[config.mk]
export PLATFORM = sky130hd
export DESIGN_NAME = life_render
export DESIGN_NICKNAME = d
export VERILOG_FILES = /design/src/rtl/life_render.sv
export SDC_FILE = /design/constraint.sdc
export NUM_CORES = 1
export LEC_CHECK = 0
export ABC_AREA = 1
export BUFFER_PORTS_ARGS = -buffer_cell sky130_fd_sc_hd__buf_2
export CAP_MARGIN = 5
export CORE_MARGIN = 2
export CORE_UTILIZATION = 38
export DETAILED_ROUTE_END_ITERATION = 8
export MAX_ROUTING_LAYER = met4
export PLACE_DENSITY = 0.73
export SKIP_CTS_REPAIR_TIMING = 1
export SLEW_MARGIN = 0
export SYNTH_ARGS = -nofsm -noshare
export SYNTH_HDL_FRONTEND = slang
export SYNTH_SLANG_ARGS = --single-unit
[constraint.sdc]
create_clock -name clk_in -period 4.7 [get_ports clk_in]
set_input_delay 0.47 -clock clk_in [delete_from_list [all_inputs] [get_ports clk_in]]
set_output_delay 0.47 -clock clk_in [all_outputs]
set_load 0.05 [all_outputs]
[src/rtl/life_render.sv]
// Display-side reader for the Life board: maps VGA counters to board word reads and
// turns the returned cell bit into an RGB444 pixel, keeping sync/blank aligned.
module life_render #(
    parameter int unsigned ADDR_SIZE    = 32,
    parameter int unsigned LINE_WIDTH   = 8,
    parameter int unsigned BOARD_W      = 64,
    parameter int unsigned BOARD_H      = 64,
    parameter int unsigned LOG_CELL_PX  = 2,
    parameter int unsigned X0           = 192,
    parameter int unsigned Y0           = 112,
    parameter int unsigned READ_LATENCY = 2
) (
    input  logic                  clk_in,
    input  logic                  rst_in,
    input  logic [10:0]           hcount_in,
    input  logic [9:0]            vcount_in,
    input  logic                  hsync_in,
    input  logic                  vsync_in,
    input  logic                  blank_in,
    input  logic                  buf_sel_in,
    input  logic [LINE_WIDTH-1:0] data_in,
    output logic [ADDR_SIZE-1:0]  addr_r_out,
    output logic [11:0]           pixel_out,
    output logic                  hsync_out,
    output logic                  vsync_out,
    output logic                  blank_out,
    output logic                  frame_start_out
);

    localparam int unsigned WORDS_PER_ROW = BOARD_W / LINE_WIDTH;
    localparam int unsigned BUF_WORDS     = WORDS_PER_ROW * BOARD_H;
    localparam int unsigned PIPE          = READ_LATENCY + 2;
    localparam int unsigned BIT_W         = (LINE_WIDTH > 1) ? $clog2(LINE_WIDTH) : 1;
    localparam int unsigned PIX_W         = BOARD_W << LOG_CELL_PX;
    localparam int unsigned PIX_H         = BOARD_H << LOG_CELL_PX;
    // Delay stages before the output register; the last one lines up with data_in.
    localparam int unsigned STAGES        = PIPE - 1;

    typedef struct packed {
        logic             hsync;
        logic             vsync;
        logic             blank;
        logic             in_board;
        logic [BIT_W-1:0] bit_idx;
    } stage_t;

    localparam stage_t STAGE_RST = '{
        hsync:    1'b1,
        vsync:    1'b1,
        blank:    1'b1,
        in_board: 1'b0,
        bit_idx:  '0
    };

    stage_t      pipe_q [STAGES];
    stage_t      cur_d;
    stage_t      sel;
    logic        active_buf_q;
    logic        vsync_prev_q;
    logic        frame_start;
    logic        in_board;
    logic [31:0] hc;
    logic [31:0] vc;
    logic [31:0] dx;
    logic [31:0] dy;
    logic [31:0] col;
    logic [31:0] row;
    logic [31:0] base;
    logic [31:0] addr_full;
    logic [11:0] pix_d;

    always_comb begin
        hc        = 32'(hcount_in);
        vc        = 32'(vcount_in);
        dx        = hc - X0;
        dy        = vc - Y0;
        // Full-width unsigned compares keep negative offsets from wrapping into the board.
        in_board  = (hc >= X0) && (dx < PIX_W) && (vc >= Y0) && (dy < PIX_H);
        col       = dx >> LOG_CELL_PX;
        row       = dy >> LOG_CELL_PX;
        base      = active_buf_q ? BUF_WORDS : 32'd0;
        addr_full = base + row * WORDS_PER_ROW + col / LINE_WIDTH;

        cur_d.hsync    = hsync_in;
        cur_d.vsync    = vsync_in;
        cur_d.blank    = blank_in;
        cur_d.in_board = in_board;
        cur_d.bit_idx  = BIT_W'(col % LINE_WIDTH);

        frame_start = vsync_prev_q && !vsync_in;
    end

    always_comb begin
        sel = pipe_q[STAGES-1];
        if (sel.blank) begin
            pix_d = 12'h000;
        end else if (!sel.in_board) begin
            pix_d = 12'h222;
        end else if (data_in[sel.bit_idx]) begin
            pix_d = 12'hFFF;
        end else begin
            pix_d = 12'h000;
        end
    end

    always_ff @(posedge clk_in) begin
        if (rst_in) begin
            addr_r_out      <= '0;
            pixel_out       <= 12'h000;
            hsync_out       <= 1'b1;
            vsync_out       <= 1'b1;
            blank_out       <= 1'b1;
            frame_start_out <= 1'b0;
            active_buf_q    <= 1'b0;
            vsync_prev_q    <= 1'b1;
            for (int i = 0; i < int'(STAGES); i++) begin
                pipe_q[i] <= STAGE_RST;
            end
        end else begin
            vsync_prev_q    <= vsync_in;
            frame_start_out <= frame_start;
            if (frame_start) begin
                active_buf_q <= buf_sel_in;
            end
            if (in_board) begin
                addr_r_out <= ADDR_SIZE'(addr_full);
            end
            pipe_q[0] <= cur_d;
            for (int i = 1; i < int'(STAGES); i++) begin
                pipe_q[i] <= pipe_q[i-1];
            end
            hsync_out <= sel.hsync;
            vsync_out <= sel.vsync;
            blank_out <= sel.blank;
            pixel_out <= pix_d;
        end
    end

endmodule
==> results.toml, run 1 <==
[status]
status = "completed"

[logic_synthesis]
yosys.area.top_type = "dfxtp_1"
synthTopCellsByArea = "dfxtp_1 (41%), nor2_1 (10%), ha_1 (9.6%), nand2_1 (7.8%), inv_1 (6.0%)"
muxShareOfSynthArea_pct = 0
yosys.area.top_type_share_pct = 41.5
netlist_area_um2 = 2750
ys.flop_type = "dfxtp_1"
synth.distinct_cells = 26
syn_nets = 420
synth_common_cells = "nor2_1 (76), dfxtp_1 (57), nand2_1 (57)"
ys_ff_latch = 57
syn_inst = 363
avgSynthCellArea_um2 = 7.58
synth_top_family_by_area = "simple AND/OR/NAND/NOR gates"
synth_most_common_cell = "nor2_1"
synth_compound_area_share_pct = 6.82
synth_seq_area_share_pct = 41.5
ys.warnings.count = 0
synth_edf_count = 0
yosys.area_share.simple_pct = 26.7
ys_async_sr_fraction_pct = 0
synth-xor-area-share_pct = 3.18
synthAdderAreaFrac_pct = 10.3

[route]
routedWlPerCell_um = 9.70
drc_errors = 0
dr_total_vias = 2332
drt_pass1_iterations = 4
vias_per_cell = 4.37
routed_wl_um = 5180
drt_iter0_markers = 107
antenna_left = 0

[finish]
seqCellArea_um2 = 1140
drive_above_1_share_pct = 25.5
multi_input_area_um2 = 1290
final_cells = 534
fillCellCount = 755
utilization_pct = 46.4
fin_nets = 487
antenna_cells = 0
areaGrowthSynthToFinish_pct = 20.3
design_area_um2 = 3310

[power]
peakVddDrop_v = 0.000116
pwr-share-clk_pct = 39.5
seq_power_share_pct = 44.8
p_sw_mw = 0.309
p_comb_share_pct = 15.8
powerDensity_nw_per_um2 = 341
internal_power_mw = 0.818
p_leak_nw = 1.75
swShare_pct = 27.4
finalPower_mw = 1.13

[sta]
finalSetupTns_ns = 0
tightestPinTransition_ns = 0.650
max_freq_mhz = 351
finalSetupViolCount = 0
whs_ns = 0.326
rsz0062_at_grt = "no"
finalHoldViolations = 0
layout_setup_ws_ns = 1.85
report.final.slew_viol_count = 0
min_period_over_period_pct = 60.7
clock_skew_ns = 0.00495
slew_headroom_pct = 56.6
finalCriticalPeriod_ns = 2.85

[die]
start_util_pct = 38.5
dieArea_um2 = 7930
die_h_um = 89.1
die_w_um = 89.1
io_pins = 83
core_um2 = 7140
row_count = 31

[place]
port_buffers = 78
dp_cells = 518
pre_cts_ws_ns = 1.49
routabilityCongestion = 0.932
hpwl_um = 3970
place_area_um2 = 3110

[setup_path]
cp-startpoint = "hcount_in[6]"
crit_type = "input port to flip-flop"
crit_required_ns = 4.92
r2r_cells = 15
r2r-start = "active_buf_q$_SDFFE_PP0P_"
endpoint = "addr_r_out[20]$_SDFFE_PP0P_"
critPathArrivalTime_ns = 3.08
worstSetupStartpointType = "input port"
end_kind = "flip-flop"
rr_endpoint = "addr_r_out[20]$_SDFFE_PP0P_"
path_max_fanout = 3
ff2ff_setup_slack_ns = 2.32

[cts]
clk_pin_slew_ns = 0.07
cts_buffers = 9
clock_latency_ns = 0.32
cts.path.max_buffers = 2
cts_sinks = 57
clock-root-buffer = "clkbuf_8"
htree_levels = 3
cts_tree = "done"

[flow_run]
drv_cap = 0

[global_route]
grt_use_total_pct = 14.2
grt_pass1_vias = 2046
grt-ovfl-total = 0
grt_first_pass_wirelength_um = 8490
antenna_found_initial = 0
grt_max_degree = 32

[hold_path]
hold_class = "input port to flip-flop"
-- cells by family (layout without fill, tap and decap cells) --
logic type | count (synthesis) | count (layout)
and+or+nand+nor | 172 | 172
buffers and inverters | 66 | 138
DFF | 57 | 57
AOI/OAI and AO/OA | 36 | 36
adders and majority gates | 22 | 22
xor gates and xnor gates | 10 | 10
-- cell type report --
class	instances	share of cell area, %
inverter	44	4.99
multi-input combinational	240	39.1
clock buffer	11	4.27
timing repair buffer	78	11.8
sequential	57	34.5
tap	99	3.74
clock inverter	5	1.66
-- sequential cells by signal, indices dropped and copies added (netlist names) --
| name | flops |
|---|---|
| pipe_q | 21 |
| hsync_out | 1 |
| pixel_out | 2 |
| addr_r_out | 29 |
| vsync_out | 1 |
| active_buf_q | 1 |
| blank_out | 1 |
| frame_start_out | 1 |
-- how the worst min path moves through the flow --
stage                                   startpoint                       end  slack [ns]  cells after the start
after global routing                      blank_in   pipe_q[0][4]$_SDFF_PP1_        0.32                      2
after floorplan            pipe_q[0][3]$_SDFF_PP0_  pipe_q[0][10]$_SDFF_PP0_        0.39                      2
after global placement     pipe_q[0][1]$_SDFF_PP0_   pipe_q[0][8]$_SDFF_PP0_        0.39                      2
after detailed placement  pipe_q[0][11]$_SDFF_PP1_  pipe_q[0][18]$_SDFF_PP1_        0.39                      1
after CTS                                 hsync_in   pipe_q[0][6]$_SDFF_PP1_        0.31                      2
final                                     hsync_in   pipe_q[0][6]$_SDFF_PP1_        0.33                      2
-- routing by layer --
metal | wire (µm) | vias up | track usage [%]
li1 | - | 1252 | -
met1 | 2440 | 1020 | 16.9
met2 | 2400 | 55 | 22.7
met3 | 284 | 5 | 3.51
met4 | 61 | 0 | 6.38
met5 | 0 | - | -
-- cell usage in the layout (no fill, tap or decap), drive strengths merged --
master,netlist,routed
o21ai,24,24
nor2,78,78
nor3b,1,1
clkinvlp,0,2
clkinv,0,2
a21o,1,1
clkbuf,5,11
xnor2,1,1
or2,11,11
nand4,5,5
nand3,15,15
bufinv,0,1
fa,1,1
ha,21,21
xor2,9,9
buf,17,78
nand2,61,61
nor3,1,1
dfxtp,57,57
a21boi,1,1
inv,44,44
a21oi,9,9
o211ai,1,1
-- critical path: stages --
cell	delay (ns)
buf_2	0.11
nand2_1	0.09
nand2_1	0.07
xor2_1	0.29
inv_1	0.08
ha_1	0.28
ha_1	0.22
fa_1	0.41
nand2_1	0.07
nand2_1	0.07
nand2_1	0.10
nor2_1	0.05
nor2_1	0.13
inv_1	0.06
ha_1	0.18
o21ai_0	0.16
nand3_1	0.09
nand2_1	0.10
inv_1	0.04
-- power by group through the flow --
stage          sequential (mW)  combinational [mW]  clock (mW)
6_report                 0.505               0.178       0.445
3_3_place_gp             0.515               0.175           0
5_1_grt                  0.506               0.202       0.479
4_1_cts                  0.505               0.180       0.456
2_1_floorplan            0.545               0.105           0
3_5_place_dp             0.515               0.178           0
Power figures use the tool's default switching activity.
==> inputs of run 2 (changes only) <==
PLACE_DENSITY = 0.75   (was 0.73)
clock period = 2.6 ns   (was 4.7 ns; I/O delays follow)
==> run 2 against run 1 <==
Net effect:
- critical path depth shrank 2
- die area is the same
- combinational power grew 110%
- critical path type unchanged
- flip-flop and latch count is the same
- cell count grew 5.4%
==> results.toml, run 2 (synthesis gave the netlist of run 1 again) <==
[power]
p_leak_nw = 1.89
peakVddDrop_v = 0.000216
powerDensity_nw_per_um2 = 582
finalPower_mw = 2.06

[route]
antenna_left = 0
routedWlPerCell_um = 9.92
drt_iter0_markers = 117
drt_pass1_iterations = 4
drc_errors = 0
vias_per_cell = 4.33
routed_wl_um = 5580
dr_total_vias = 2440

[sta]
report.final.slew_viol_count = 0
clock_skew_ns = 0.00438
slew_headroom_pct = 56.8
finalHoldViolations = 0
finalSetupViolCount = 0
min_period_over_period_pct = 90.2
whs_ns = 0.112
finalCriticalPeriod_ns = 2.35
tightestPinTransition_ns = 0.647
max_freq_mhz = 426

[die]
row_count = 31
core_um2 = 7140
die_h_um = 89.1
dieArea_um2 = 7930
start_util_pct = 38.5
io_pins = 83
die_w_um = 89.1

[setup_path]
crit_type = "input port to flip-flop"
path_max_fanout = 3
worstSetupStartpointType = "input port"
crit_required_ns = 2.82
end_kind = "flip-flop"
critPathArrivalTime_ns = 2.57
r2r_cells = 15

[place]
dp_cells = 547
routabilityCongestion = 0.860
hpwl_um = 4320
port_buffers = 78

[cts]
clock_latency_ns = 0.33
cts_sinks = 57
clock-root-buffer = "clkbuf_8"
cts_tree = "done"
cts_buffers = 9
htree_levels = 3
clk_pin_slew_ns = 0.07
cts.path.max_buffers = 2

[finish]
drive_above_1_share_pct = 31.7
top_register = "addr_r_out"
fin_nets = 517
largestRegisters = "addr_r_out (29), pipe_q (21), pixel_out (2)"
final_cells = 563
final_common_cell = "buf_2"
final_cell_mix = "buf_2 (78), nor2_1 (75), nand2_1 (57), dfxtp_1 (57), inv_1 (44)"
areaGrowthSynthToFinish_pct = 28.9
largest_reg_flops = 29
antenna_cells = 0

[global_route]
grt_pass1_vias = 2192
grt_max_degree = 32
grt_use_total_pct = 15.1
grt_first_pass_wirelength_um = 9150
antenna_found_initial = 0
grt-ovfl-total = 0

[flow_run]
drv_cap = 0

[hold_path]
hold_class = "input port to flip-flop"
holdPathStages = 2

[status]
status = "completed"
-- run 2: final cells by class --
cell class	instances	area, µm²
clock inverters	6	60.1
repair buffers	108	616
inverters	44	165
well taps	99	124
flip-flops and latches	57	1140
multi-input cells	240	1320
clock buffers	9	124
fillers	734	3590
-- run 2: metal layers --
| layer | vias to the layer above | track usage, % | share of wire, % |
|---|---|---|---|
| met1 | 1074 | 17.4 | 45 |
| met3 | 7 | 4.06 | 4.6 |
| met2 | 52 | 25.2 | 49 |
| met4 | 0 | 5.29 | 1.5 |
| met5 | - | - | 0 |
| li1 | 1307 | - | - |
-- run 2: critical path, cell delays in order --
cell and delay [ns]:
buf_2 0.11, nand2_1 0.09, nand2_1 0.07, xor2_1 0.19, inv_1 0.07, ha_1 0.28, ha_2 0.20, fa_2 0.34
nand2_1 0.06, nand2_1 0.06, nand2_1 0.08, nor2_1 0.04, nor2_1 0.15, inv_1 0.06, ha_1 0.26, o21ai_0 0.18
nor2_1 0.06
-- run 2: path summary, 6_finish.rpt --
| kind | slack, ns | start | to |
|---|---|---|---|
| setup / recovery | 0.25 | hcount_in[6] | addr_r_out[12]$_SDFFE_PP0P_ |
| setup reg to reg | 0.30 | active_buf_q$_SDFFE_PP0P_ | addr_r_out[25]$_SDFFE_PP0P_ |
| hold reg to reg | 0.40 | pipe_q[0][8]$_SDFF_PP0_ | pipe_q[0][15]$_SDFF_PP0_ |
| hold / removal | 0.11 | blank_in | pipe_q[0][4]$_SDFF_PP1_ |
-- run 2: through the flow --
stage,setup slack (ns),setup TNS (ns),utilization (%),cell area (µm²)
after CTS,0.102,0,49.2,3510
final,0.255,0,49.7,3540
after global placement,-0.173,-0.284,46.7,3330
after detailed placement,-0.250,-1.18,46.7,3330
after global routing,-0.0000890,-0.0000890,49.7,3540
after floorplan,0.0189,0,-,2750
-- run 2: power by group --
part / switching, mW / leakage [nW] / internal (mW)
registers: 0.0114 / 0.464 / 0.902
logic: 0.223 / 1.33 / 0.159
clock network: 0.337 / 0.0909 / 0.431
==> inputs of run 3 (changes only) <==
PLACE_DENSITY = 0.73   (was 0.75)
clock period = 3 ns   (was 2.6 ns; I/O delays follow)
==> run 3 against run 2 <==
Net effect:
- total power is 14% lower
- sequential power is 13% lower
- via count is 5.8% lower
- wire length is 9.6% lower
- clock skew is 0.0011 ns higher
- sequential share of layout area is 2.1 points higher
- largest power group unchanged
==> results.toml, run 3 (synthesis gave the netlist of run 1 again) <==
[setup_path]
path_max_fanout = 3
worstSetupStartpointType = "input port"
cp_cell_sequence = "buf_2 > ha_1 > nor3_1 > xor2_1 > ha_1 > fa_1 > nand2_1 > nand2_1 > nand2_1 > nor2_1 > nor2_1 > inv_1 > ha_1 > o21ai_0 > nand3_1 > nand2_1 > inv_1"
end_kind = "flip-flop"
critPathArrivalTime_ns = 2.82
worst_path_most_repeated_cell = "nand2_1"
max_stage_delay_ns = 0.47
crit_required_ns = 3.23
cp_slowest_cell = "fa_1"
crit_type = "input port to flip-flop"

[global_route]
grt_max_degree = 32
grt_pass1_vias = 1887
grt_first_pass_wirelength_um = 8070
grt-ovfl-total = 0
grt_use_total_pct = 13.5
antenna_found_initial = 0

[cts]
cts_tree = "done"
cts_sinks = 57
clock_latency_ns = 0.32
clock-root-buffer = "clkbuf_8"
htree_levels = 3
clk_pin_slew_ns = 0.06
cts.path.max_buffers = 2
cts_buffers = 9

[sta]
report.final.slew_viol_count = 0
slew_headroom_pct = 57.0
min_period_over_period_pct = 86.3
tightestPinTransition_ns = 0.645
rsz0062_at_grt = "no"
finalSetupTns_ns = 0
clock_skew_ns = 0.00546
layout_setup_ws_ns = 0.411
max_freq_mhz = 386
finalCriticalPeriod_ns = 2.59
finalHoldViolations = 0
finalSetupViolCount = 0

[die]
row_count = 31
die_w_um = 89.1
core_um2 = 7140
io_pins = 83
die_h_um = 89.1
dieArea_um2 = 7930
start_util_pct = 38.5

[route]
drt_iter0_markers = 89
vias_per_cell = 4.29
drt_pass1_iterations = 4
routed_wl_um = 5050
antenna_left = 0
drc_errors = 0
routedWlPerCell_um = 9.42
dr_total_vias = 2299

[power]
peakVddDrop_v = 0.000180
powerDensity_nw_per_um2 = 535
finalPower_mw = 1.78
p_leak_nw = 1.76

[hold_path]
hold_class = "input port to flip-flop"

[finish]
fillCellCount = 741
top_register = "addr_r_out"
final_cell_mix = "buf_2 (78), nor2_1 (76), nand2_1 (57), dfxtp_1 (57), inv_1 (44)"
final_cells = 536
areaGrowthSynthToFinish_pct = 21.2
drive_above_1_share_pct = 26.1
final_common_cell = "buf_2"
largest_reg_flops = 29
antenna_cells = 0
largestRegisters = "addr_r_out (29), pipe_q (21), pixel_out (2)"
fin_nets = 489

[place]
routabilityCongestion = 0.916
hpwl_um = 3900
port_buffers = 78
dp_cells = 520
pre_cts_ws_ns = 0.0571

[flow_run]
drv_cap = 0

[status]
status = "completed"
run 3: per-layer routing:
metal / global-route usage [%] / share of wire (%) / up-vias / wire length (µm)
met1: 16.3 / 48 / 989 / 2420
met2: 21.7 / 46 / 43 / 2340
met4: 5.70 / 1.9 / 0 / 95
li1: - / - / 1258 / -
met3: 2.86 / 3.8 / 9 / 191
met5: - / 0 / - / 0
run 3: power by group:
part / internal [mW] / switching (mW)
clock: 0.407 / 0.305
combinational: 0.0992 / 0.182
sequential: 0.781 / 0.00922
run 3: path summary, 6_finish.rpt:
kind | startpoint | cells past startpoint | to | slack [ns]
setup / recovery | hcount_in[6] | 17 | addr_r_out[20]$_SDFFE_PP0P_ | 0.41
hold / removal | hsync_in | 2 | pipe_q[0][6]$_SDFF_PP1_ | 0.16
setup reg to reg | active_buf_q$_SDFFE_PP0P_ | 15 | addr_r_out[20]$_SDFFE_PP0P_ | 0.62
hold reg to reg | pipe_q[0][3]$_SDFF_PP0_ | 2 | pipe_q[0][10]$_SDFF_PP0_ | 0.40
run 3: worst max-delay path, delay by kind of cell:
| family | cells | cell delay [ns] |
|---|---|---|
| simple gates | 8 | 0.80 |
| buf+inv | 3 | 0.22 |
| fa+ha+maj | 4 | 1.17 |
| compound gates | 1 | 0.16 |
| xor+xnor | 1 | 0.18 |
run 3: area by class of cell:
class                   instances  area [µm²]  share of cell area [%]
multi-input cells             240        1290                    38.8
flip-flops and latches         57        1140                    34.2
repair buffers                 80         405                    12.2
inverters                      44         165                    4.96
clock buffers                  10         138                    4.13
well taps                      99         124                    3.72
clock inverters                 6        66.3                    1.99
run 3: stage by stage:
step / utilization, % / area, µm² / hold slack (ns)
2_1_floorplan: - / 2750 / 0.388
3_3_place_gp: 43.8 / 3130 / 0.389
3_5_place_dp: 43.8 / 3130 / 0.393
4_1_cts: 46.7 / 3330 / 0.146
5_1_grt: 46.7 / 3330 / 0.145
6_report: 46.7 / 3330 / 0.163
